[src/rtl/odbus_arbiter_if.sv]
//------------------------------------------------------------------------------
// odbus_arbiter_if : request/grant/drive bundle between requesters and arbiter
// Revision: 1.0
//------------------------------------------------------------------------------
`default_nettype none

interface odbus_arbiter_if #(
    parameter int N = 4
);
    logic [N-1:0] req;
    logic [N-1:0] done;
    logic [N-1:0] gnt;
    logic [N-1:0] drive_en;
    logic         busy;
    logic         settling;
    logic         timeout;

    modport master (
        output req, done,
        input  gnt, drive_en, busy, settling, timeout
    );

    modport slave (
        input  req, done,
        output gnt, drive_en, busy, settling, timeout
    );
endinterface

`default_nettype wire

[src/rtl/odbus_arbiter.sv]
//------------------------------------------------------------------------------
// odbus_arbiter : round-robin open-drain bus arbiter with post-release settle
// Optional ODBUS_TIMEOUT_EN: revoke a grant after MAX_HOLD drive cycles.
// Revision: 1.0
//------------------------------------------------------------------------------
`default_nettype none

module odbus_arbiter #(
    parameter int N             = 4,
    parameter int SETTLE_CYCLES = 3,
    parameter int MAX_HOLD      = 64
) (
    input  logic           clk,
    input  logic           rst,
    odbus_arbiter_if.slave bus
);
    localparam int c_iw = $clog2(N);
    localparam int c_cw = (SETTLE_CYCLES > 0) ? $clog2(SETTLE_CYCLES + 1) : 1;
    localparam logic [c_iw-1:0] c_last   = c_iw'(N - 1);
    localparam logic [c_cw-1:0] c_settle = c_cw'(SETTLE_CYCLES);

    if (N < 2 || N > 8 || MAX_HOLD < 1 || SETTLE_CYCLES < 0) begin : g_param_check
        $error("odbus_arbiter: parameter out of range");
    end

    typedef enum logic [1:0] {
        S_IDLE   = 2'd0,
        S_GRANT  = 2'd1,
        S_DRIVE  = 2'd2,
        S_SETTLE = 2'd3
    } state_t;

    state_t          r_state, w_state;
    logic [c_iw-1:0] r_ptr, w_ptr;
    logic [c_iw-1:0] r_win, w_win;
    logic [c_iw-1:0] w_pick, w_scan;
    logic [c_cw-1:0] r_cnt, w_cnt;
    logic [N-1:0]    r_gnt, w_gnt;
    logic [N-1:0]    r_drive_en, w_drive_en;
    logic            r_busy, w_busy;
    logic            r_settling, w_settling;
    logic            w_release;
    logic            w_force;

`ifdef ODBUS_TIMEOUT_EN
    localparam int c_hw = $clog2(MAX_HOLD + 1);
    localparam logic [c_hw-1:0] c_hold_last = c_hw'(MAX_HOLD - 1);
    logic [c_hw-1:0] r_hold, w_hold;
    logic            r_timeout;
`endif

    always_comb begin
        w_state    = r_state;
        w_ptr      = r_ptr;
        w_win      = r_win;
        w_cnt      = r_cnt;
        w_pick     = r_ptr;
        w_scan     = r_ptr;
        w_release  = bus.done[r_win] || !bus.req[r_win];
        w_force    = 1'b0;
`ifdef ODBUS_TIMEOUT_EN
        w_hold     = r_hold;
        w_force    = !w_release && (r_hold == c_hold_last);
`endif

        // Walk offsets from farthest to nearest so the nearest set bit wins.
        for (int i = N - 1; i >= 0; i--) begin
            w_scan = c_iw'((int'(r_ptr) + i) % N);
            if (bus.req[w_scan]) begin
                w_pick = w_scan;
            end
        end

        case (r_state)
            S_IDLE: begin
                if (|bus.req) begin
                    w_win   = w_pick;
                    w_state = S_GRANT;
                end
            end
            S_GRANT: begin
                // Requester gave up before the gate was enabled: no settle needed.
                if (bus.req[r_win]) begin
                    w_state = S_DRIVE;
`ifdef ODBUS_TIMEOUT_EN
                    w_hold  = '0;
`endif
                end else begin
                    w_state = S_IDLE;
                end
            end
            S_DRIVE: begin
`ifdef ODBUS_TIMEOUT_EN
                w_hold = r_hold + c_hw'(1);
`endif
                if (w_release || w_force) begin
                    w_ptr = (r_win == c_last) ? '0 : r_win + c_iw'(1);
                    if (SETTLE_CYCLES == 0) begin
                        w_state = S_IDLE;
                    end else begin
                        w_state = S_SETTLE;
                        w_cnt   = c_settle;
                    end
                end
            end
            S_SETTLE: begin
                if (r_cnt <= c_cw'(1)) begin
                    w_state = S_IDLE;
                    w_cnt   = '0;
                end else begin
                    w_cnt   = r_cnt - c_cw'(1);
                end
            end
            default: w_state = S_IDLE;
        endcase

        w_gnt      = '0;
        w_drive_en = '0;
        if (w_state == S_GRANT || w_state == S_DRIVE) begin
            w_gnt[w_win] = 1'b1;
        end
        if (w_state == S_DRIVE) begin
            w_drive_en[w_win] = 1'b1;
        end
        w_busy     = (w_state == S_GRANT) || (w_state == S_DRIVE);
        w_settling = (w_state == S_SETTLE);
    end

    always_ff @(posedge clk or posedge rst) begin
        if (rst) begin
            r_state    <= S_IDLE;
            r_ptr      <= '0;
            r_win      <= '0;
            r_cnt      <= '0;
            r_gnt      <= '0;
            r_drive_en <= '0;
            r_busy     <= 1'b0;
            r_settling <= 1'b0;
        end else begin
            r_state    <= w_state;
            r_ptr      <= w_ptr;
            r_win      <= w_win;
            r_cnt      <= w_cnt;
            r_gnt      <= w_gnt;
            r_drive_en <= w_drive_en;
            r_busy     <= w_busy;
            r_settling <= w_settling;
        end
    end

`ifdef ODBUS_TIMEOUT_EN
    always_ff @(posedge clk or posedge rst) begin
        if (rst) begin
            r_hold    <= '0;
            r_timeout <= 1'b0;
        end else begin
            r_hold    <= w_hold;
            r_timeout <= (r_state == S_DRIVE) && w_force;
        end
    end
    assign bus.timeout = r_timeout;
`else
    assign bus.timeout = 1'b0;
`endif

    assign bus.gnt      = r_gnt;
    assign bus.drive_en = r_drive_en;
    assign bus.busy     = r_busy;
    assign bus.settling = r_settling;

endmodule

`default_nettype wire
[src/flat_wrapper.sv]
// flat-port wrapper written by rule: the top's interface ports become plain ports
module odbus_arbiter_flat 
#(
    parameter int N             = 4,
    parameter int SETTLE_CYCLES = 3,
    parameter int MAX_HOLD      = 64
)
  (clk, rst, bus_req, bus_done, bus_gnt, bus_drive_en, bus_busy, bus_settling, bus_timeout);
  odbus_arbiter_if #(.N(N)) bus_i ();
  input  logic clk;
  input  logic rst;
  input wire logic [$bits(bus_i.req)-1:0] bus_req;
  input wire logic [$bits(bus_i.done)-1:0] bus_done;
  output wire logic [$bits(bus_i.gnt)-1:0] bus_gnt;
  output wire logic [$bits(bus_i.drive_en)-1:0] bus_drive_en;
  output wire logic [$bits(bus_i.busy)-1:0] bus_busy;
  output wire logic [$bits(bus_i.settling)-1:0] bus_settling;
  output wire logic [$bits(bus_i.timeout)-1:0] bus_timeout;
  assign bus_i.req = bus_req;
  assign bus_i.done = bus_done;
  assign bus_gnt = bus_i.gnt;
  assign bus_drive_en = bus_i.drive_en;
  assign bus_busy = bus_i.busy;
  assign bus_settling = bus_i.settling;
  assign bus_timeout = bus_i.timeout;
  odbus_arbiter #(.N(N), .SETTLE_CYCLES(SETTLE_CYCLES), .MAX_HOLD(MAX_HOLD)) u_core (.clk(clk), .rst(rst), .bus(bus_i));
endmodule
[config.mk]
export PLATFORM = sky130hd
export DESIGN_NAME = odbus_arbiter_flat
export DESIGN_NICKNAME = d
export VERILOG_FILES = /design/src/rtl/odbus_arbiter_if.sv /design/src/rtl/odbus_arbiter.sv /design/src/flat_wrapper.sv
export SDC_FILE = /design/constraint.sdc
export NUM_CORES = 1
export LEC_CHECK = 0
export CAP_MARGIN = 15
export CORE_AREA = 10 10 57 59
export DETAILED_ROUTE_END_ITERATION = 8
export DIE_AREA = 0 0 67 69
export HOLD_SLACK_MARGIN = 0.15
export PLACE_DENSITY = 0.78
export SETUP_SLACK_MARGIN = 0.15
export SYNTH_ARGS = -nofsm -noshare
export SYNTH_HDL_FRONTEND = slang
export SYNTH_SLANG_ARGS = --single-unit
[constraint.sdc]
create_clock -name clk -period 6.45 [get_ports clk]
set_clock_uncertainty 0.05 [all_clocks]
set_input_delay 1.29 -clock clk [delete_from_list [all_inputs] [get_ports clk]]
set_output_delay 1.29 -clock clk [all_outputs]
set_load 0.02 [all_outputs]
==> summary.md, run 1 <==
| Metric | Value |
|---|---|
| Status | `complete, no violations` |
| Final cell count without fillers | `160` |
| Yosys warnings | `0` |
| Reg area | `450 µm²` |
| Clk_lat worst skew | `290 ps` |
| Placed cell count | `157` |
| CP Launch Type | `input pin` |
| Required time worst endpoint | `6610 ps` |
| Initial antenna violation count | `0` |
| Critical R2R Capture | `u_core.bus.gnt[0]$_DFF_PP0_` |
| PortBufs | `19` |
| R2R cell count | `8` |
| Layout cell share with drive strength beyond 1 | `8.33%` |
| Mapped Area | `1100 µm²` |
| Synthesized Nets | `133` |
| Setup TNS Final | `0 ps` |
| Final Max Slew Viols | `0` |
| Largest net degree at the start of global routing | `19` |
| Post-route cell area | `1300 µm²` |
| Fmax | `286 MHz` |
| Dpl cell area | `1280 µm²` |
| Num ports | `21` |
| PnR worst setup slack | `2950 ps` |
| Routed Antenna Nets | `0` |
| Post-CTS Setup Bufs | `0` |
| Register clock-pin slew on the reported worst setup and hold paths | `100 ps` |
| Die area | `4620 µm²` |
| Crit Path Category | `in -> reg` |
| Ant diodes | `0` |
| Pre-antenna DRT Iters | `4` |
| Maxcap violations | `0` |
| Max clock buf depth | `2` |
| CTS tree | `built` |
| Pwr Density | `461 nW/µm²` |
| Hold-fix buffers, CTS | `0` |
| Clk sink count | `18` |
| Total track usage | `10.2%` |
| Yosys cell types | `41` |
| HP Start | `u_core.r_cnt[0]$_DFFE_PP0P_` |
| Multi-input gate area | `574 µm²` |
| Dpl hpwl | `1640 µm` |
| CTS Buf Count | `3` |
| Worst reg2reg path startpoint | `u_core.r_win[1]$_DFF_PP0_` |
| H-tree depth | `1` |
| Setup-failing EPs final | `0` |
| FILL cells | `186` |
| Root buf cell | `clkbuf_4` |
| DR vias | `903` |
| Worst setup EP type | `register` |
| Grt ovf | `0` |
| Yosys reg bits | `18` |
| Std cell rows | `17` |
| Layout area overhead | `18.0%` |
| Final Power | `599 µW` |
| Final worst-path cycle share | `54.2%` |
| Worst rel slew slack | `56.7%` |
| Unrepaired setup endpoints after global routing | `no` |
| Seq/Total Area, Yosys | `40.9%` |
| Die width | `67 µm` |
| Lkg Pwr | `0.544 nW` |
| Hold/Removal Path Class | `reg -> reg` |
| Commonest non-fill, non-tap cell in the layout | `clkdlybuf4s50_1` |
| Vias per inst | `5.64` |
| Most frequent cells in the layout | `19 x clkdlybuf4s50_1, 18 x dfrtp_1, 17 x o21ai_0` |
| Mapped Avg Cell Area | `9.18 µm²` |
| Reg2reg setup slack | `4110 ps` |
| Drt drc | `0` |
| Worst IR Drop VDD | `0.187 mV` |
| Cts repair resizes | `0` |
| Nets@finish | `147` |
| Worst-path maximum fanout | `15` |
| WL/cell | `13.6 µm` |
| CP startpoint | `bus_req[3]` |
| Hold Fails Final Rpt | `0` |
| Arr. time, crit path | `3660 ps` |
| Worst slack, placed | `2650 ps` |
| Core Box Area | `2150 µm²` |
| GP Congestion | `0.834` |
| Worst-Margin Slew | `649 ps` |
| DRT iter0 DRCs | `26` |
| Total wire length | `2170 µm` |
| Vias in the first global route | `874` |
| Min Tclk post-route | `3500 ps` |
| Synth Instances | `120` |
| Initial Util | `51.3%` |
| First-pass GRT wire length | `3870 µm` |
| Setup crit end | `u_core.bus.gnt[0]$_DFF_PP0_` |
| Die height | `69 µm` |
## metrics by stage
step                hold slack [ps]  utilization, %
floorplan                       434               -
global placement                467            59.4
detailed placement              480            59.4
CTS                             506            60.5
global route                    531            60.5
finish                          502            60.5
## critical path, stage by stage
cell and delay, ps:
clkdlybuf4s50_1 630, mux4_2 570, nor2b_4 160, and2_2 190, o21a_1 170, ha_1 300, inv_1 100, o21ai_0 90
a31oi_1 160
## cells by family after synthesis
| group | share of synthesized area, % |
|---|---|
| other cells | 0.341 |
| buf+inv | 6.93 |
| compound gates | 23.9 |
| mux | 5.45 |
| simple gates | 19.1 |
| flops | 40.9 |
| fa+ha+maj | 3.41 |
## routing by layer
layer,global-route usage (%),wire length [µm],up-vias
met3,1.61,145,5
met5,0,0,-
met4,6.11,56,0
met2,15.2,1010,28
met1,13.2,960,415
li1,-,-,455
## flip-flops by register name, summed over array words and instances (netlist names)
signal / flops
u_core.bus.drive_en: 4
u_core.r_cnt: 2
u_core.bus.settling: 1
u_core.bus.gnt: 4
u_core.r_state: 2
u_core.r_win: 2
u_core.bus.busy: 1
u_core.r_ptr: 2
## final cells by class
cell class	count	area share [%]
flip-flops and latches	18	34.7
inverters	7	2.02
well taps	28	2.70
multi-input cells	85	44.2
clock buffers	3	1.73
repair buffers	19	14.6
## Yosys cell counts (all sizes together)
library cell	number	area share, %
nand3b	2	1.4
a211oi	1	1.1
mux4	2	4.1
o2111ai	1	0.80
nor2b	5	3.5
a221o	1	0.91
dfrtp	18	41
o21a	1	0.68
a21oi	4	1.8
nor4	1	0.57
and2	2	1.4
a21boi	1	0.68
a2bb2oi	1	0.80
mux2	1	1.4
o31ai	1	0.68
a311oi	2	1.6
or3b	1	0.80
nor3	2	0.91
o21ai	18	8.2
nor2	9	3.3
conb	1	0.34
o22ai	1	0.57
nand2b	2	1.1
a31oi	5	2.8
a211o	1	0.80
buf	4	2.5
inv	7	2.4
o221ai	1	0.80
nand2	7	2.4
clkbuf	6	2.0
a22o	1	0.80
ha	3	3.4
and3	3	1.7
nor3b	3	2.0
o41ai	1	0.80
## where the power goes
group	switching, mW	internal, mW	total [mW]
Sequential	0.0628	0.164	0.227
Combinational	0.165	0.154	0.319
Clock	0.0317	0.0217	0.0534
Total	0.259	0.340	0.599
## how the worst min path moves through the flow
stage | endpoint | slack [ps] | cells after the start
floorplan | u_core.r_cnt[1]$_DFFE_PP0P_ | 430 | 2
global placement | u_core.r_cnt[1]$_DFFE_PP0P_ | 470 | 2
detailed placement | u_core.r_cnt[0]$_DFFE_PP0P_ | 480 | 1
CTS | u_core.r_cnt[0]$_DFFE_PP0P_ | 510 | 1
global route | u_core.r_cnt[0]$_DFFE_PP0P_ | 530 | 1
finish | u_core.r_cnt[0]$_DFFE_PP0P_ | 500 | 1
No activity file was read; power rests on OpenSTA's default activity.
==> run 2: changes to the inputs <==
--- a/config.mk
+++ b/config.mk
@@ -6,11 +6,11 @@
 export NUM_CORES = 1
 export LEC_CHECK = 0
 export CAP_MARGIN = 15
-export CORE_AREA = 10 10 57 59
+export CORE_AREA = 10 10 60 62
 export DETAILED_ROUTE_END_ITERATION = 8
-export DIE_AREA = 0 0 67 69
+export DIE_AREA = 0 0 70 72
 export HOLD_SLACK_MARGIN = 0.15
-export PLACE_DENSITY = 0.78
+export PLACE_DENSITY = 0.73
 export SETUP_SLACK_MARGIN = 0.15
 export SYNTH_ARGS = -nofsm -noshare
 export SYNTH_HDL_FRONTEND = slang
==> constraint.sdc (replaced) <==
create_clock -name clk -period 3.2 [get_ports clk]
set_clock_uncertainty 0.05 [all_clocks]
set_input_delay 0.64 -clock clk [delete_from_list [all_inputs] [get_ports clk]]
set_output_delay 0.64 -clock clk [all_outputs]
set_load 0.02 [all_outputs]
==> summary.md, run 2 (synthesis gave the netlist of run 1 again) <==
| Metric | Value |
|---|---|
| CP Launch Type | `input pin` |
| Max clock buf depth | `2` |
| PortBufs | `19` |
| Worst rel slew slack | `55.6%` |
| Initial antenna violation count | `0` |
| Root buf cell | `clkbuf_4` |
| Hold-fix buffers, CTS | `0` |
| Dpl hpwl | `1820 µm` |
| Worst-Margin Slew | `665 ps` |
| Lkg Pwr | `0.563 nW` |
| Largest net degree at the start of global routing | `19` |
| Vias per inst | `5.66` |
| Die area | `5040 µm²` |
| Layout cell share with drive strength beyond 1 | `11.0%` |
| Die width | `70 µm` |
| Crit-path max cell delay | `490 ps` |
| Cts repair resizes | `0` |
| Nets@finish | `151` |
| Routed Antenna Nets | `0` |
| Maxcap violations | `0` |
| Pwr Density | `923 nW/µm²` |
| Commonest non-fill, non-tap cell in the layout | `clkdlybuf4s50_1` |
| Total track usage | `9.84%` |
| Required time worst endpoint | `3360 ps` |
| Crit Path Category | `in -> reg` |
| Ant diodes | `0` |
| Setup TNS Final | `0 ps` |
| H-tree depth | `1` |
| CTS tree | `built` |
| Setup-failing EPs final | `0` |
| Reg2reg setup slack | `830 ps` |
| Die height | `72 µm` |
| Std cell rows | `18` |
| CTS Buf Count | `3` |
| First-pass GRT wire length | `4220 µm` |
| Initial Util | `45.3%` |
| Num ports | `21` |
| Status | `complete, no violations` |
| FILL cells | `228` |
| Grt ovf | `0` |
| GP Congestion | `0.851` |
| Drt drc | `0` |
| Pre-antenna DRT Iters | `4` |
| Most frequent cells in the layout | `19 x clkdlybuf4s50_1, 18 x dfrtp_1, 17 x o21ai_0` |
| Clk sink count | `18` |
| DR vias | `939` |
| Cell Chain, Critical Path | `clkdlybuf4s50_1, mux4_2, nor2b_4, and2_2, o21a_1, ha_1, inv_1, o21ai_0, a31oi_1` |
| Register clock-pin slew on the reported worst setup and hold paths | `90 ps` |
| Final Max Slew Viols | `0` |
| Total wire length | `2380 µm` |
| Worst-path maximum fanout | `6` |
| Core Box Area | `2430 µm²` |
| WL/cell | `14.3 µm` |
| Hold/Removal Path Class | `reg -> reg` |
| Fmax | `386 MHz` |
| Final Power | `1.23 mW` |
| Clk_lat worst skew | `280 ps` |
| DRT iter0 DRCs | `50` |
| Arr. time, crit path | `2750 ps` |
| Worst IR Drop VDD | `0.433 mV` |
| Vias in the first global route | `889` |
| Final worst-path cycle share | `81.1%` |
| Slowest cell on crit path | `mux4_2` |
| Hold Fails Final Rpt | `0` |
| Layout area overhead | `20.9%` |
| Unrepaired setup endpoints after global routing | `no` |
| Min Tclk post-route | `2590 ps` |
| Worst setup EP type | `register` |
| Post-CTS Setup Bufs | `0` |
run 2: cell count changes in the layout (fill, tap and decap cells not counted), sizes merged:
cell / change
buf: +4
run 2: cell type report:
cell class	instances	area, µm²	share of cell area [%]
Tap cell	30	37.5	2.82
Sequential cell	18	450	33.8
Inverter	7	26.3	1.97
Multi-Input combinational cell	85	574	43.1
Clock buffer	3	22.5	1.69
Timing Repair Buffer	23	220	16.5
run 2: final timing paths:
path / endpoint / start / depth (start not counted)
worst max-delay path: u_core.bus.gnt[0]$_DFF_PP0_ / bus_req[3] / 9
worst min-delay path: u_core.r_cnt[1]$_DFFE_PP0P_ / u_core.r_cnt[1]$_DFFE_PP0P_ / 2
worst max register to register: u_core.bus.gnt[0]$_DFF_PP0_ / u_core.r_win[1]$_DFF_PP0_ / 8
worst min register to register: u_core.r_cnt[1]$_DFFE_PP0P_ / u_core.r_cnt[1]$_DFFE_PP0P_ / 2
max in group asynchronous: u_core.bus.gnt[1]$_DFF_PP0_ / rst / 2
min in group asynchronous: u_core.r_state[1]$_DFF_PP0_ / rst / 2
run 2: critical path: cells and delay by family:
| kind | cells | cell delay (ps) |
|---|---|---|
| muxes | 1 | 490 |
| AOI/OAI and AO/OA | 3 | 420 |
| and+or+nand+nor | 2 | 370 |
| adders and majority gates | 1 | 310 |
| buffers and inverters | 2 | 540 |
run 2: through the flow:
stage / cell area (µm²) / hold WS (ps) / worst slack [ps] / utilization (%) / cells
after floorplan: 1100 / 434 / 753 / - / 120
after global placement: 1310 / 466 / 366 / 53.8 / 163
after detailed placement: 1310 / 476 / 339 / 53.8 / 163
after CTS: 1330 / 491 / 634 / 54.7 / 166
after global routing: 1330 / 535 / 463 / 54.7 / 166
final: 1330 / 487 / 606 / 54.7 / 166
run 2: layer usage:
layer  GRT usage (%)  vias to the layer above  part of all wire (%)
li1                -                      464                     -
met1            12.3                      439                    46
met2            15.8                       31                    46
met3            1.77                        5                   5.5
met4            5.26                        0                   2.4
met5               0                        -                     0
run 2: report_power, final:
group	internal, mW	switching, mW	leakage (nW)
registers	0.330	0.126	0.226
clock network	0.0437	0.0615	0.0138
logic	0.316	0.351	0.324
==> run 3: changes to the inputs <==
--- a/config.mk
+++ b/config.mk
@@ -6,11 +6,11 @@
 export NUM_CORES = 1
 export LEC_CHECK = 0
 export CAP_MARGIN = 15
-export CORE_AREA = 10 10 60 62
+export CORE_AREA = 10 10 58 60
 export DETAILED_ROUTE_END_ITERATION = 8
-export DIE_AREA = 0 0 70 72
+export DIE_AREA = 0 0 68 70
 export HOLD_SLACK_MARGIN = 0.15
-export PLACE_DENSITY = 0.73
+export PLACE_DENSITY = 0.76
 export SETUP_SLACK_MARGIN = 0.15
 export SYNTH_ARGS = -nofsm -noshare
 export SYNTH_HDL_FRONTEND = slang
==> constraint.sdc (replaced) <==
create_clock -name clk -period 2.6 [get_ports clk]
set_clock_uncertainty 0.05 [all_clocks]
set_input_delay 0.52 -clock clk [delete_from_list [all_inputs] [get_ports clk]]
set_output_delay 0.52 -clock clk [all_outputs]
set_load 0.02 [all_outputs]
==> summary.md, run 3 (synthesis gave the netlist of run 1 again) <==
| Metric | Value |
|---|---|
| Status | `complete, no violations` |
| Total track usage | `11.1%` |
| Clk_lat worst skew | `310 ps` |
| Num ports | `21` |
| Core Box Area | `2340 µm²` |
| Pwr Density | `1180 nW/µm²` |
| Max clock buf depth | `2` |
| Fmax | `425 MHz` |
| Worst IR Drop VDD | `0.508 mV` |
| Pre-antenna DRT Iters | `5` |
| Clk sink count | `18` |
| Vias in the first global route | `935` |
| Layout cell share with drive strength beyond 1 | `16.7%` |
| Die height | `70 µm` |
| Root buf cell | `clkbuf_4` |
| GP Congestion | `0.859` |
| Final Max Slew Viols | `0` |
| Die area | `4760 µm²` |
| Setup TNS Final | `0 ps` |
| Initial antenna violation count | `0` |
| CTS tree | `built` |
| Nets@finish | `158` |
| Min Tclk post-route | `2350 ps` |
| Arr. time, crit path | `2530 ps` |
| CP Launch Type | `input pin` |
| Register clock-pin slew on the reported worst setup and hold paths | `100 ps` |
| Reg2reg setup slack | `420 ps` |
| Hold/Removal Path Class | `reg -> reg` |
| Worst-Margin Slew | `651 ps` |
| Setup-failing EPs final | `0` |
| Lkg Pwr | `0.604 nW` |
| Layout area overhead | `26.9%` |
| Crit Path Category | `in -> reg` |
| Hold Fails Final Rpt | `0` |
| Maxcap violations | `0` |
| Unrepaired setup endpoints after global routing | `no` |
| Hold-fix buffers, CTS | `0` |
| Worst reg2reg path startpoint | `u_core.r_win[0]$_DFF_PP0_` |
| Grt ovf | `0` |
| Commonest non-fill, non-tap cell in the layout | `clkdlybuf4s50_1` |
| Setup crit end | `u_core.bus.gnt[0]$_DFF_PP0_` |
| Worst setup EP type | `register` |
| Total wire length | `2490 µm` |
| Vias per inst | `5.47` |
| CP startpoint | `bus_req[3]` |
| H-tree depth | `1` |
| FILL cells | `217` |
| Critical R2R Capture | `u_core.bus.gnt[0]$_DFF_PP0_` |
| Largest net degree at the start of global routing | `19` |
| DR vias | `952` |
| Initial Util | `47.0%` |
| Most frequent cells in the layout | `19 x clkdlybuf4s50_1, 18 x dfrtp_1, 17 x o21ai_0` |
| R2R cell count | `8` |
| WL/cell | `14.3 µm` |
| Final core utilization | `59.7%` |
| DRT iter0 DRCs | `21` |
| Std cell rows | `18` |
| Worst rel slew slack | `56.6%` |
| PortBufs | `19` |
| First-pass GRT wire length | `4200 µm` |
| Ant diodes | `0` |
| Final worst-path cycle share | `90.5%` |
| Dpl hpwl | `1880 µm` |
| Required time worst endpoint | `2780 ps` |
| Drt drc | `0` |
| CTS Buf Count | `3` |
| Die width | `68 µm` |
| Routed Antenna Nets | `0` |
| Worst-path maximum fanout | `4` |
run 3: cell count changes in the layout (fill, tap and decap cells not counted):
cell,delta
buf_4,+7
inv_1,-1
inv_2,+1
clkbuf_8,+1
run 3: worst max-delay path: stages:
cell,delay [ps]
clkdlybuf4s50_1,430
mux4_2,490
nor2b_4,140
and2_2,190
o21a_1,170
ha_1,300
inv_2,80
o21ai_0,70
a31oi_1,140
run 3: through the flow:
step | std cells | setup slack (ps) | area, µm² | total power, mW | hold slack [ps]
floorplan | 120 | 273 | 1100 | 1.14 | 409
global placement | 170 | -69.0 | 1360 | 1.44 | 463
detailed placement | 170 | -121 | 1360 | 1.47 | 474
CTS | 174 | 219 | 1400 | 1.64 | 505
global route | 174 | 169 | 1400 | 1.79 | 551
finish | 174 | 247 | 1400 | 1.65 | 511
run 3: area by class of cell:
cell class                 instances  area, µm²  area share [%]
multi-input combinational         85        574            41.1
tap                               30       37.5            2.69
sequential                        18        450            32.2
inverter                           7       26.3            1.88
clock buffer                       4       36.3            2.60
timing repair buffer              30        273            19.5
run 3: worst min path at each step:
stage	cells past startpoint	startpoint	slack [ps]	to
after floorplan	1	rst	410	u_core.bus.busy$_DFF_PP0_
after global routing	2	u_core.r_cnt[1]$_DFFE_PP0P_	550	u_core.r_cnt[1]$_DFFE_PP0P_
after CTS	1	u_core.r_cnt[0]$_DFFE_PP0P_	500	u_core.r_cnt[0]$_DFFE_PP0P_
final	2	u_core.r_cnt[1]$_DFFE_PP0P_	510	u_core.r_cnt[1]$_DFFE_PP0P_
after global placement	2	u_core.r_cnt[1]$_DFFE_PP0P_	460	u_core.r_cnt[1]$_DFFE_PP0P_
after detailed placement	1	u_core.r_cnt[0]$_DFFE_PP0P_	470	u_core.r_cnt[0]$_DFFE_PP0P_
run 3: metal layers:
metal	up-vias	share of wire (%)	wire, µm	track usage (%)
met3	6	6.2	155	0.957
met5	-	0	0	0
li1	477	-	-	-
met4	0	2.8	70	7.38
met1	441	44	1090	13.7
met2	28	47	1170	17.6
run 3: where the power goes:
group | internal (mW) | leakage (nW) | switching, mW
Combinational | 0.459 | 0.357 | 0.455
Sequential | 0.406 | 0.226 | 0.152
Clock | 0.0856 | 0.0210 | 0.0886
run 3: repair_timing:
item	CTS	global route
endpoints found under the hold margin	0	0
setup endpoints to repair	0	1
resized for setup	0	1
setup buffers	0	0
